**config.mk**
```make
export PLATFORM = sky130hd
export DESIGN_NAME = controller_param
export DESIGN_NICKNAME = d
export VERILOG_FILES = /design/src/rtl/controller_param_pkg.sv /design/src/rtl/controller_param_wait_timer.sv /design/src/rtl/controller_param.sv
export SDC_FILE = /design/constraint.sdc
export NUM_CORES = 1
export LEC_CHECK = 0
export CAP_MARGIN = 25
export CORE_MARGIN = 10
export CORE_UTILIZATION = 50
export CTS_BUF_LIST = sky130_fd_sc_hd__clkbuf_2
export CTS_CLUSTER_SIZE = 28
export DETAILED_ROUTE_END_ITERATION = 10
export DONT_BUFFER_PORTS = 1
export SYNTH_ARGS = -nofsm -noshare
export SYNTH_HDL_FRONTEND = slang
export SYNTH_SLANG_ARGS = --single-unit
```
**constraint.sdc**
```tcl
create_clock -name CLK -period 7 [get_ports CLK]
set_clock_uncertainty 0.15 [all_clocks]
set_input_delay 2.1 -clock CLK [delete_from_list [all_inputs] [get_ports CLK]]
set_output_delay 2.1 -clock CLK [all_outputs]
set_load 0.1 [all_outputs]
```
**src/rtl/controller_param_pkg.sv**
```systemverilog
// ----------------------------------------------------------------------------
// controller_param_pkg
// Purpose : Shared definitions for the parametrised accumulator-CPU controller.
//           One-hot state encoding, opcode codes, trap-cause codes and a helper
//           that sizes the memory wait-state counter.
// Ports   : none (package)
// ----------------------------------------------------------------------------
package controller_param_pkg;

    // One-hot state encoding; the value doubles as the STATE output vector.
    typedef enum logic [9:0] {
        S_INIT   = 10'h001,
        S_FETCH  = 10'h002,
        S_LDIR   = 10'h004,
        S_DECODE = 10'h008,
        S_OPRD   = 10'h010,
        S_ALU    = 10'h020,
        S_STOR   = 10'h040,
        S_BRANCH = 10'h080,
        S_HALT   = 10'h100,
        S_TRAP   = 10'h200
    } state_t;

    // Opcode codes; anything above OP_LAST is illegal.
    localparam int OP_NOP   = 0;
    localparam int OP_ADD   = 1;
    localparam int OP_SUB   = 2;
    localparam int OP_STORE = 3;
    localparam int OP_BNZ   = 4;
    localparam int OP_BZ    = 5;
    localparam int OP_JMP   = 6;
    localparam int OP_CLR   = 7;
    localparam int OP_HALT  = 8;
    localparam int OP_LAST  = 8;

    typedef enum logic [1:0] {
        TC_NONE     = 2'd0,
        TC_ILLEGAL  = 2'd1,
        TC_TIMEOUT  = 2'd2,
        TC_OVERFLOW = 2'd3
    } trap_cause_t;

    // Counter width for a wait limit; at least one bit so WAIT_MAX=0 still
    // elaborates (the timeout is disabled in that case).
    function automatic int wait_cnt_w(input int wmax);
        int w;
        w = $clog2(wmax + 1);
        if (w < 1) w = 1;
        return w;
    endfunction

endpackage

```
**src/rtl/controller_param_wait_timer.sv**
```systemverilog
// ----------------------------------------------------------------------------
// controller_param_wait_timer
// Purpose : Counts cycles spent waiting for MEM_RDY in a memory-access state
//           and flags a timeout when the limit is reached with no response.
// Ports   : i_clk     clock, rising edge
//           i_rst_n   asynchronous active-low reset
//           i_clr     clear the count (asserted on every state change)
//           i_active  controller is in a memory-access state
//           i_rdy     memory response this cycle
//           o_expired limit reached and still no response this cycle
// ----------------------------------------------------------------------------
module controller_param_wait_timer
    import controller_param_pkg::*;
#(
    parameter int WAIT_MAX = 7
) (
    input  logic i_clk,
    input  logic i_rst_n,
    input  logic i_clr,
    input  logic i_active,
    input  logic i_rdy,
    output logic o_expired
);

    localparam int            CW         = wait_cnt_w(WAIT_MAX);
    localparam logic [CW-1:0] LIMIT      = CW'(WAIT_MAX);
    localparam bit            TIMEOUT_EN = (WAIT_MAX != 0);

    logic [CW-1:0] r_count;

    // Holds at the limit; the controller leaves the state on that cycle anyway.
    always_ff @(posedge i_clk or negedge i_rst_n) begin
        if (!i_rst_n) begin
            r_count <= '0;
        end else if (i_clr) begin
            r_count <= '0;
        end else if (i_active && !i_rdy && (r_count != LIMIT)) begin
            r_count <= r_count + 1'b1;
        end
    end

    // A response arriving on the limit cycle wins over the timeout.
    assign o_expired = TIMEOUT_EN && i_active && !i_rdy && (r_count == LIMIT);

endmodule

```
**src/rtl/controller_param.sv**
```systemverilog
// ----------------------------------------------------------------------------
// controller_param
// Purpose : One-hot FSM sequencing fetch/decode/execute for an accumulator CPU,
//           with memory wait-state timeout, branch/clear/halt ops and overflow
//           handling (trap or sticky flag).
// Ports   : CLK, RESET_N (async active-low)
//           OPCODE[OP_W]  IR opcode, sampled in DECODE
//           ZERO          accumulator is zero
//           OVERFLOW      ALU overflow, meaningful in ALU
//           MEM_RDY       memory access complete this cycle
//           RESUME        leave HALT
//           ADDSUB CL CL_AC DORPC LD_AC LD_D LD_IR LD_PC MEM_EN PC_CNT RORW
//                         datapath / memory strobes
//           STATE[10]     one-hot state, HALTED, TRAP, TRAP_CAUSE[2], OVF_FLAG
// ----------------------------------------------------------------------------
module controller_param
    import controller_param_pkg::*;
#(
    parameter int OP_W     = 4,
    parameter int WAIT_MAX = 7,
    parameter int OVF_TRAP = 1
) (
    input  logic            CLK,
    input  logic            RESET_N,
    input  logic [OP_W-1:0] OPCODE,
    input  logic            ZERO,
    input  logic            OVERFLOW,
    input  logic            MEM_RDY,
    input  logic            RESUME,
    output logic            ADDSUB,
    output logic            CL,
    output logic            CL_AC,
    output logic            DORPC,
    output logic            LD_AC,
    output logic            LD_D,
    output logic            LD_IR,
    output logic            LD_PC,
    output logic            MEM_EN,
    output logic            PC_CNT,
    output logic            RORW,
    output logic [9:0]      STATE,
    output logic            HALTED,
    output logic            TRAP,
    output logic [1:0]      TRAP_CAUSE,
    output logic            OVF_FLAG
);

    localparam bit OVF_TRAP_EN = (OVF_TRAP != 0);

    function automatic logic op_is(input logic [OP_W-1:0] v, input int code);
        return v == OP_W'(code);
    endfunction

    state_t          r_state;
    logic [OP_W-1:0] r_op;
    trap_cause_t     r_trap_cause;
    logic            r_ovf_flag;

    state_t          w_next;
    trap_cause_t     w_next_cause;
    logic            w_set_ovf;
    logic            w_in_wait;
    logic            w_timer_clr;
    logic            w_expired;
    logic            w_arith;
    logic            w_ovf_block;
    logic            w_take;

    assign w_in_wait   = (r_state == S_FETCH) || (r_state == S_OPRD) || (r_state == S_STOR);
    // Any state change restarts the count, so each memory state starts from 0.
    assign w_timer_clr = (w_next != r_state);
    assign w_arith     = op_is(r_op, OP_ADD) || op_is(r_op, OP_SUB);
    assign w_ovf_block = OVERFLOW && OVF_TRAP_EN;
    assign w_take      = op_is(r_op, OP_JMP) || (op_is(r_op, OP_BNZ) && !ZERO) ||
                         (op_is(r_op, OP_BZ) && ZERO);

    controller_param_wait_timer #(
        .WAIT_MAX (WAIT_MAX)
    ) u_wait_timer (
        .i_clk     (CLK),
        .i_rst_n   (RESET_N),
        .i_clr     (w_timer_clr),
        .i_active  (w_in_wait),
        .i_rdy     (MEM_RDY),
        .o_expired (w_expired)
    );

    always_comb begin
        w_next       = r_state;
        w_next_cause = TC_NONE;
        w_set_ovf    = 1'b0;
        case (r_state)
            S_INIT:   w_next = S_FETCH;
            S_FETCH: begin
                if (MEM_RDY) begin
                    w_next = S_LDIR;
                end else if (w_expired) begin
                    w_next       = S_TRAP;
                    w_next_cause = TC_TIMEOUT;
                end
            end
            S_LDIR:   w_next = S_DECODE;
            // Decode looks at OPCODE directly; r_op captures it on this edge.
            S_DECODE: begin
                if (OPCODE > OP_W'(OP_LAST)) begin
                    w_next       = S_TRAP;
                    w_next_cause = TC_ILLEGAL;
                end else if (op_is(OPCODE, OP_ADD) || op_is(OPCODE, OP_SUB)) begin
                    w_next = S_OPRD;
                end else if (op_is(OPCODE, OP_CLR)) begin
                    w_next = S_ALU;
                end else if (op_is(OPCODE, OP_STORE)) begin
                    w_next = S_STOR;
                end else if (op_is(OPCODE, OP_BNZ) || op_is(OPCODE, OP_BZ) ||
                             op_is(OPCODE, OP_JMP)) begin
                    w_next = S_BRANCH;
                end else if (op_is(OPCODE, OP_HALT)) begin
                    w_next = S_HALT;
                end else begin
                    w_next = S_FETCH;
                end
            end
            S_OPRD: begin
                if (MEM_RDY) begin
                    w_next = S_ALU;
                end else if (w_expired) begin
                    w_next       = S_TRAP;
                    w_next_cause = TC_TIMEOUT;
                end
            end
            // Overflow only matters for arithmetic; CLR never overflows.
            S_ALU: begin
                if (w_arith && OVERFLOW && OVF_TRAP_EN) begin
                    w_next       = S_TRAP;
                    w_next_cause = TC_OVERFLOW;
                end else begin
                    w_next    = S_FETCH;
                    w_set_ovf = w_arith && OVERFLOW;
                end
            end
            S_STOR: begin
                if (MEM_RDY) begin
                    w_next = S_FETCH;
                end else if (w_expired) begin
                    w_next       = S_TRAP;
                    w_next_cause = TC_TIMEOUT;
                end
            end
            S_BRANCH: w_next = S_FETCH;
            S_HALT:   if (RESUME) w_next = S_FETCH;
            S_TRAP:   w_next = S_TRAP;
            default:  w_next = S_INIT;
        endcase
    end

    always_ff @(posedge CLK or negedge RESET_N) begin
        if (!RESET_N) begin
            r_state      <= S_INIT;
            r_trap_cause <= TC_NONE;
            r_ovf_flag   <= 1'b0;
        end else begin
            r_state <= w_next;
            if ((w_next == S_TRAP) && (r_state != S_TRAP)) begin
                r_trap_cause <= w_next_cause;
            end
            if (w_set_ovf) begin
                r_ovf_flag <= 1'b1;
            end
        end
    end

    always_ff @(posedge CLK) begin
        if (r_state == S_DECODE) begin
            r_op <= OPCODE;
        end
    end

    always_comb begin
        ADDSUB = 1'b0;
        CL     = 1'b0;
        CL_AC  = 1'b0;
        DORPC  = 1'b0;
        LD_AC  = 1'b0;
        LD_D   = 1'b0;
        LD_IR  = 1'b0;
        LD_PC  = 1'b0;
        MEM_EN = 1'b0;
        PC_CNT = 1'b0;
        RORW   = 1'b0;
        case (r_state)
            S_INIT:   CL = 1'b1;
            S_FETCH: begin
                MEM_EN = 1'b1;
                RORW   = 1'b1;
            end
            S_LDIR: begin
                LD_IR  = 1'b1;
                PC_CNT = 1'b1;
            end
            S_OPRD: begin
                MEM_EN = 1'b1;
                RORW   = 1'b1;
                DORPC  = 1'b1;
                LD_D   = MEM_RDY;
            end
            S_ALU: begin
                if (w_arith) begin
                    LD_AC  = !w_ovf_block;
                    ADDSUB = op_is(r_op, OP_SUB);
                end else if (op_is(r_op, OP_CLR)) begin
                    CL_AC = 1'b1;
                end
            end
            S_STOR: begin
                MEM_EN = 1'b1;
                DORPC  = 1'b1;
            end
            S_BRANCH: LD_PC = w_take;
            default: ;
        endcase
    end

    assign STATE      = r_state;
    assign HALTED     = (r_state == S_HALT);
    assign TRAP       = (r_state == S_TRAP);
    assign TRAP_CAUSE = r_trap_cause;
    assign OVF_FLAG   = r_ovf_flag;

endmodule

```
==> results of run 1 <==
report_power, final:
group	leakage (nW)	internal, mW	total (mW)	switching, mW
combinational	0.463	0.0752	0.292	0.217
clock	0.0164	0.0130	0.0516	0.0386
sequential	0.238	0.128	0.200	0.0721
total	0.717	0.216	0.544	0.328
registers in the layout, indices dropped and copies added (netlist names):
name	count
STATE	10
u_wait_timer.r_count	3
r_op	4
TRAP_CAUSE	2
routing by layer:
layer	part of all wire (%)	up-vias	wire length (um)	GRT usage, %
met2	45	85	1880	22.6
met1	42	649	1760	19.7
met3	12	4	497	5.05
li1	-	653	-	-
met5	0	-	0	0
met4	0.70	0	29	4.83
layout make-up:
class	instances	share of cell area, %
Clock inverter	1	0.299
Inverter	7	1.57
Multi-Input combinational cell	132	54.0
Clock buffer	3	0.896
Tap cell	31	2.31
Sequential cell	19	29.6
Timing Repair Buffer	14	11.3
stage by stage:
| step | cell area, um^2 | utilization (%) | worst slack, ps |
|---|---|---|---|
| after floorplan | 1490 | - | 446 |
| after global placement | 1600 | 56.9 | 1650 |
| after detailed placement | 1630 | 58.3 | 1650 |
| after CTS | 1650 | 59.0 | 1260 |
| after global routing | 1680 | 59.8 | 973 |
| final | 1680 | 59.8 | 1230 |
cell usage after synthesis (5+ instances only):
master / number
sky130_fd_sc_hd__nand2_1: 12
sky130_fd_sc_hd__nor2_1: 13
sky130_fd_sc_hd__inv_1: 7
sky130_fd_sc_hd__nor4_1: 5
sky130_fd_sc_hd__nor3_1: 13
sky130_fd_sc_hd__nand4_1: 7
sky130_fd_sc_hd__nand3_1: 8
sky130_fd_sc_hd__and3_1: 6
sky130_fd_sc_hd__dfrtp_1: 14
worst paths after layout:
path	start	depth (start not counted)	endpoint
setup reg to reg	STATE[8]	6	u_wait_timer.r_count[1]
hold / removal	STATE[9]	2	STATE[5]
hold reg to reg	STATE[9]	2	STATE[5]
setup / recovery	STATE[8]	6	CL_AC
min in group asynchronous	RESET_N	0	STATE[3]
max in group asynchronous	RESET_N	0	STATE[0]
logic make-up after synthesis:
kind of cell | Yosys count | synth area share (%)
AOI/OAI and AO/OA | 27 | 14.6
xor gates and xnor gates | 7 | 4.14
adders and majority gates | 2 | 1.69
buffers and inverters | 20 | 7.60
DFF | 19 | 33.5
muxes | 1 | 0.676
other | 1 | 0.253
and+or+nand+nor | 94 | 37.5
critical path: stages, from the launching register on:
cell and delay [ps]:
sky130_fd_sc_hd__dfrtp_1 790, sky130_fd_sc_hd__buf_6 310, sky130_fd_sc_hd__nor3_1 690, sky130_fd_sc_hd__nand4_1 230, sky130_fd_sc_hd__nor2_1 190, sky130_fd_sc_hd__nand2_1 120
sky130_fd_sc_hd__nor2_2 840
==> summary by stage, run 1 <==
Timing
In the finished design, the share of the clock period the worst path needs comes to 82.4%. The hold slack is 553 ps. The minimum clock period after layout is 5770 ps.

The slew at the pin with the worst max-slew slack is 1070 ps. Headroom to the max-slew limit came out at 28.8%. The number of failing setup endpoints in the final timing report is 0. In the final timing run, aggregate negative setup slack is 0 ps. The number of pins with negative max-slew slack in the final report is 0.

Setup repair after global routing left no endpoint under its margin. The final hold violation count came to 0. Timing would allow up to 0.173 GHz.

Layout
Leaving out filler cells and counting taps, the final layout contains 207. The area used by multi-input combinational logic is 906 um^2. The sequential cells in the finished layout cover a total of 497 um^2. The final-stage net count is 189. Fill cells in the final layout number 242. Relative to the synthesized area, the layout overhead comes to 13.2%. In the layout the commonest cells are sky130_fd_sc_hd__dfrtp_1 (14), sky130_fd_sc_hd__nand2_1 (12), sky130_fd_sc_hd__nor2_1 (12). In the final layout, the share of cells above drive strength 1 is 18.8%. The repair_antennas step left the layout with diodes totalling 0. The library cell used most frequently in the layout, excluding fill and tap cells, is sky130_fd_sc_hd__dfrtp_1.

Setup path
The required time of the critical path is 4750 ps. The highest net fanout along the worst path is 11. The arrival time reported for the critical path endpoint is 3520 ps. The capturing element type of the critical path is an output port. In this run the register-to-register setup slack is 3510 ps. The startpoint kind of the worst setup timing path is a flip-flop. The type of the worst setup path is reg -> out.

Yosys
Synthesis produced a netlist with a net count of 183. For this run, the register share of the synthesized area comes to 33.5%. After synthesis, the cell types taking the most area are sky130_fd_sc_hd__dfrtp_1 (24%), sky130_fd_sc_hd__edfxtp_1 (8.1%), sky130_fd_sc_hd__nor3_1 (4.4%).

For this run, the number of Yosys warnings is 0. The synthesized design contains 4 enable-type register cells. The flip-flop cell with the highest count after synthesis is sky130_fd_sc_hd__dfrtp_1.

The async set-or-reset flop fraction in the synthesized netlist is 78.9%. Summed over its instances, the top area cell type makes up 23.6% of the synthesized netlist area. The register bit count reported by yosys is 19. The synthesized design spends more area on one cell type than any other, namely sky130_fd_sc_hd__dfrtp_1. The cell area that synthesis handed to floorplanning was 1480 um^2. The distinct cell type count after synthesis is 52.

Counting every instance in the synthesized netlist gives 171. Dividing the synthesized area by the synthesized cell count gives 8.66 um^2.

Global routing
The number of global-route vias before repair was 1,335. The maximum number of pins on one net before global-route repair is 16. The global-route wire length before repair is 6620 um. The aggregate global-route resource usage is 15.0%. The number of antenna violations at the first check in global routing came to 0. Global routing finished with a remaining overflow of 0.

Clock network
The insertion delay to the later sink of the worst-skew pair is 340 ps. The root buffer cell chosen for the clock tree is sky130_fd_sc_hd__clkbuf_2. The clock passes through at most 2 buffers. After clock tree synthesis, the clock-pin slew on the worst setup and hold paths is 210 ps. The hold buffer count at cts is 0. The number of clock sinks is 19. Counting the buffers created by CTS gives 3. CTS built an H-tree with a depth of 1. In this run the post-CTS setup repair buffer count came out at 0.

TritonCTS built the clock tree. The number of gates resized after CTS was 0.

Floorplanning
The die covers 5540 um^2. The total area inside the core boundary comes to 2810 um^2. For this configuration, the core starts out at a cell density of 52.8%. The die is 74.4 um wide. In this run the core area contains 19 standard-cell rows. The number of top-level pins is 36. The floorplan step set the die height to 74.4 um.

Route
The first detailed-routing pass ran for 4 iterations. After detailed routing, the total wire length is 4170 um. The remaining antenna violation count after routing is 0. The via count is 1,391. The final routed wire length divided by cell count is 20.1 um. In the routed design, unresolved DRC markers number 0. After detailed routing, the number of vias per cell comes to 6.72. In this run, the number of DRC markers left after iteration 0 of detailed routing was 151.

Job
The tool flagged a number of max-cap violations equal to 0.

Min path
The path class of the tightest hold or removal check is reg -> reg.

Pwr
IR analysis of the VDD net gives a maximum drop of 195 uV. In this run the static leakage power is 0.717 nW. Dividing total power by cell area gives a power density of 325 nW/um^2. The total design power is 0.544 mW.

Status
The flow ran to the end, and the final reports show no timing, DRC or antenna violations.

Place
The number of buffer cells added on primary ports is 0. Once detailed placement completed, the half-perimeter wirelength came to 3250 um. The placer's final routability congestion estimate is 0.902. The instance count after placement with tap cells included is 201.
No activity file was read; power rests on OpenSTA's default activity.
==> run 2: changes to the inputs <==
Settings changed: PLACE_DENSITY set to 0.68.
Clock period 7 ns to 4.85 ns, I/O delays scaled along.
==> run 2 against run 1 <==
Wire length grew 1.1%; non-clock buffer count grew 8; clock-buffer cell count grew 1; clock power grew 44%; via count grew 4.5%; largest cell class unchanged.
==> summary by stage, run 2 (synthesis gave the netlist of run 1 again) <==
Setup path
Data on the critical path arrives at its endpoint at 2730 ps. The reg-to-reg endpoint is u_wait_timer.r_count[0]. The cell type group with the largest total delay on the critical path is simple AND/OR/NAND/NOR gates.

The signal on the critical path passes through nor4_2, nand4_1, nor2_1, nand2_1, nor3_4, buf_4. The number of cells on the worst reg-to-reg path is 5. The critical path in this run is classified as reg -> out. The worst register-to-register path begins at STATE[0]. Tracing the worst setup path back leads to its startpoint at STATE[0]. The peak per-stage delay on the critical path is 790 ps.

The cell with the largest stage delay on the worst path is sky130_fd_sc_hd__nor4_2. The buffering stage count on the worst path with inverters included is 1. STA classifies the critical path startpoint as a flip-flop. Along the worst path, the maximum fanout reaches 12. The capturing element type of the critical path is an output port. For the worst setup path, the data required time is 3240 ps. The register-to-register path setup slack is 2030 ps.

The critical path crosses 6 cells after its start point. The critical path ends at ADDSUB.

Layout
Once layout is complete, the utilization of the core stands at 59.6%. The fraction of layout instances using a drive strength above 1 is 22.3%. The most common library cell in the layout ignoring fill and taps is sky130_fd_sc_hd__buf_4.

The library cells used most frequently in the layout, excluding fill and tap cells, are sky130_fd_sc_hd__buf_4 (22), sky130_fd_sc_hd__dfrtp_1 (14), sky130_fd_sc_hd__nand2_1 (12), sky130_fd_sc_hd__nor2_1 (12), sky130_fd_sc_hd__nor3_1 (10). The synthesis-to-layout area growth is 12.8%. The final-stage net count is 197.

The number of antenna diodes in the final layout is 0. The number of flip-flops in the largest register is 10.

Floorplanning
In this run the standard cell core region covers 2810 um^2. The floorplan has 19 rows. The number of top-level pins is 36. The starting utilization of the core area is 52.8%. The die span in y is 74.4 um. The total die area is 5540 um^2. The die width is 74.4 um.

Clock network
The post-cts sizing count is 0. The hold buffer count at cts is 0. The H-tree depth reported by CTS is 1. Clock tree synthesis selected as its root buffer the cell sky130_fd_sc_hd__clkbuf_2. The clock slew seen by the registers of the worst setup and hold paths is 210 ps.

TritonCTS built the clock tree. The clock passes through at most 2 buffers. The number of setup buffers added after CTS is 0. In this run, CTS created clock tree buffers numbering 3. The clock reaches the later pin of the worst-skew pair after 320 ps. CTS saw 19 sinks.

Timing
For the finished layout, the period the worst path requires is 4330 ps. The number of pins with negative max-slew slack in the final report is 0. The final hold violation count is 0. The max-slew headroom at the worst pin is 38.5%. Setup repair after global routing left no endpoint under its margin. The achievable clock frequency is 0.231 GHz.

Setup violations remaining at the end of the flow were counted as 0. In the final timing run, aggregate negative setup slack is 0 ps. The final critical path takes up 89.3% of the cycle. For the pin with the worst max-slew slack, the measured transition is 922 ps.

Pwr
The worst ir drop on vdd is 250 uV. For this design the ratio of total power to cell area is 478 nW/um^2. The total design power is 0.798 mW. The analysis attributes to cell leakage a power of 0.744 nW.

Job
The number of max-cap violations is 0.

Place
The number of buffer cells added on primary ports is 0. The HPWL after detailed placement is 3290 um. Routability-driven placement finished with a final weighted congestion of 0.918.

Route
The remaining antenna violation count after routing is 0. The via density per instance is 6.76. Detailed routing inserted a total of 1,453 vias.

Dividing the detail-routed wire length by the instance count gives 19.6 um. For this block, the initial DRC count from the detailed router was 177. Wires add up to 4210 um. The first detailed-routing pass took 4 iterations. After detailed routing, the number of remaining DRC violations is 0.

Global routing
The number of antenna violations at the first check in global routing came to 0. After global routing the overflow that remains totals 0. The first global-routing pass estimated 6890 um of wire. The aggregate global-route resource usage is 15.5%.

The number of global-route vias before repair was 1,368. Entering global routing, the biggest net connects 16 pins.

Status
The flow ran to the end, and the final reports show no timing, DRC or antenna violations.

Min path
The type of the tightest min-delay check is reg -> reg.
==> run 2: per-layer routing <==
metal / global-route usage (%) / routed length (um)
met1: 20.8 / 1740
met2: 23.1 / 1920
met3: 5.19 / 478
met4: 4.62 / 69
met5: 0 / 0
==> run 2: layout make-up <==
class / instances / area, um^2
timing repair buffer: 22 / 165
sequential: 19 / 497
tap: 31 / 38.8
clock buffer: 4 / 20.0
inverter: 7 / 26.3
multi-input combinational: 132 / 925
fill: 252 / 1130
==> run 2: report_power, final <==
group	internal, mW	total, mW	switching (mW)
registers	0.185	0.287	0.102
logic	0.111	0.437	0.326
clock network	0.0218	0.0743	0.0525
total	0.319	0.798	0.480
==> run 2: through the flow <==
stage          std cells  cell area [um^2]  hold WS (ps)  worst slack, ps
2_1_floorplan        171              1500           451             -356
3_3_place_gp         211              1650           509             1040
3_5_place_dp         211              1650           514              940
4_1_cts              215              1670           534              563
5_1_grt              215              1670           609              357
6_report             215              1670           566              517
==> run 2: tightest hold or removal path: stages, from the launching register on <==
cell and delay (ps):
sky130_fd_sc_hd__edfxtp_1 410, sky130_fd_sc_hd__nor2b_1 70, sky130_fd_sc_hd__nand4_1 150, sky130_fd_sc_hd__nand3_1 90
==> run 2: how the worst min path moves through the flow <==
stage,cells after the start,endpoint,start
2_1_floorplan,3,TRAP_CAUSE[1],r_op[3]
3_3_place_gp,3,u_wait_timer.r_count[0],u_wait_timer.r_count[0]
3_5_place_dp,3,STATE[5],STATE[1]
4_1_cts,3,STATE[5],STATE[1]
5_1_grt,0,u_wait_timer.r_count[2],RESET_N
6_report,3,TRAP_CAUSE[1],r_op[3]
==> run 3: changes to the inputs <==
Settings changed: HOLD_SLACK_MARGIN set to 0.08.
==> results of run 3 <==
The final DEF is identical to that of run 2; final timing and power are the same.
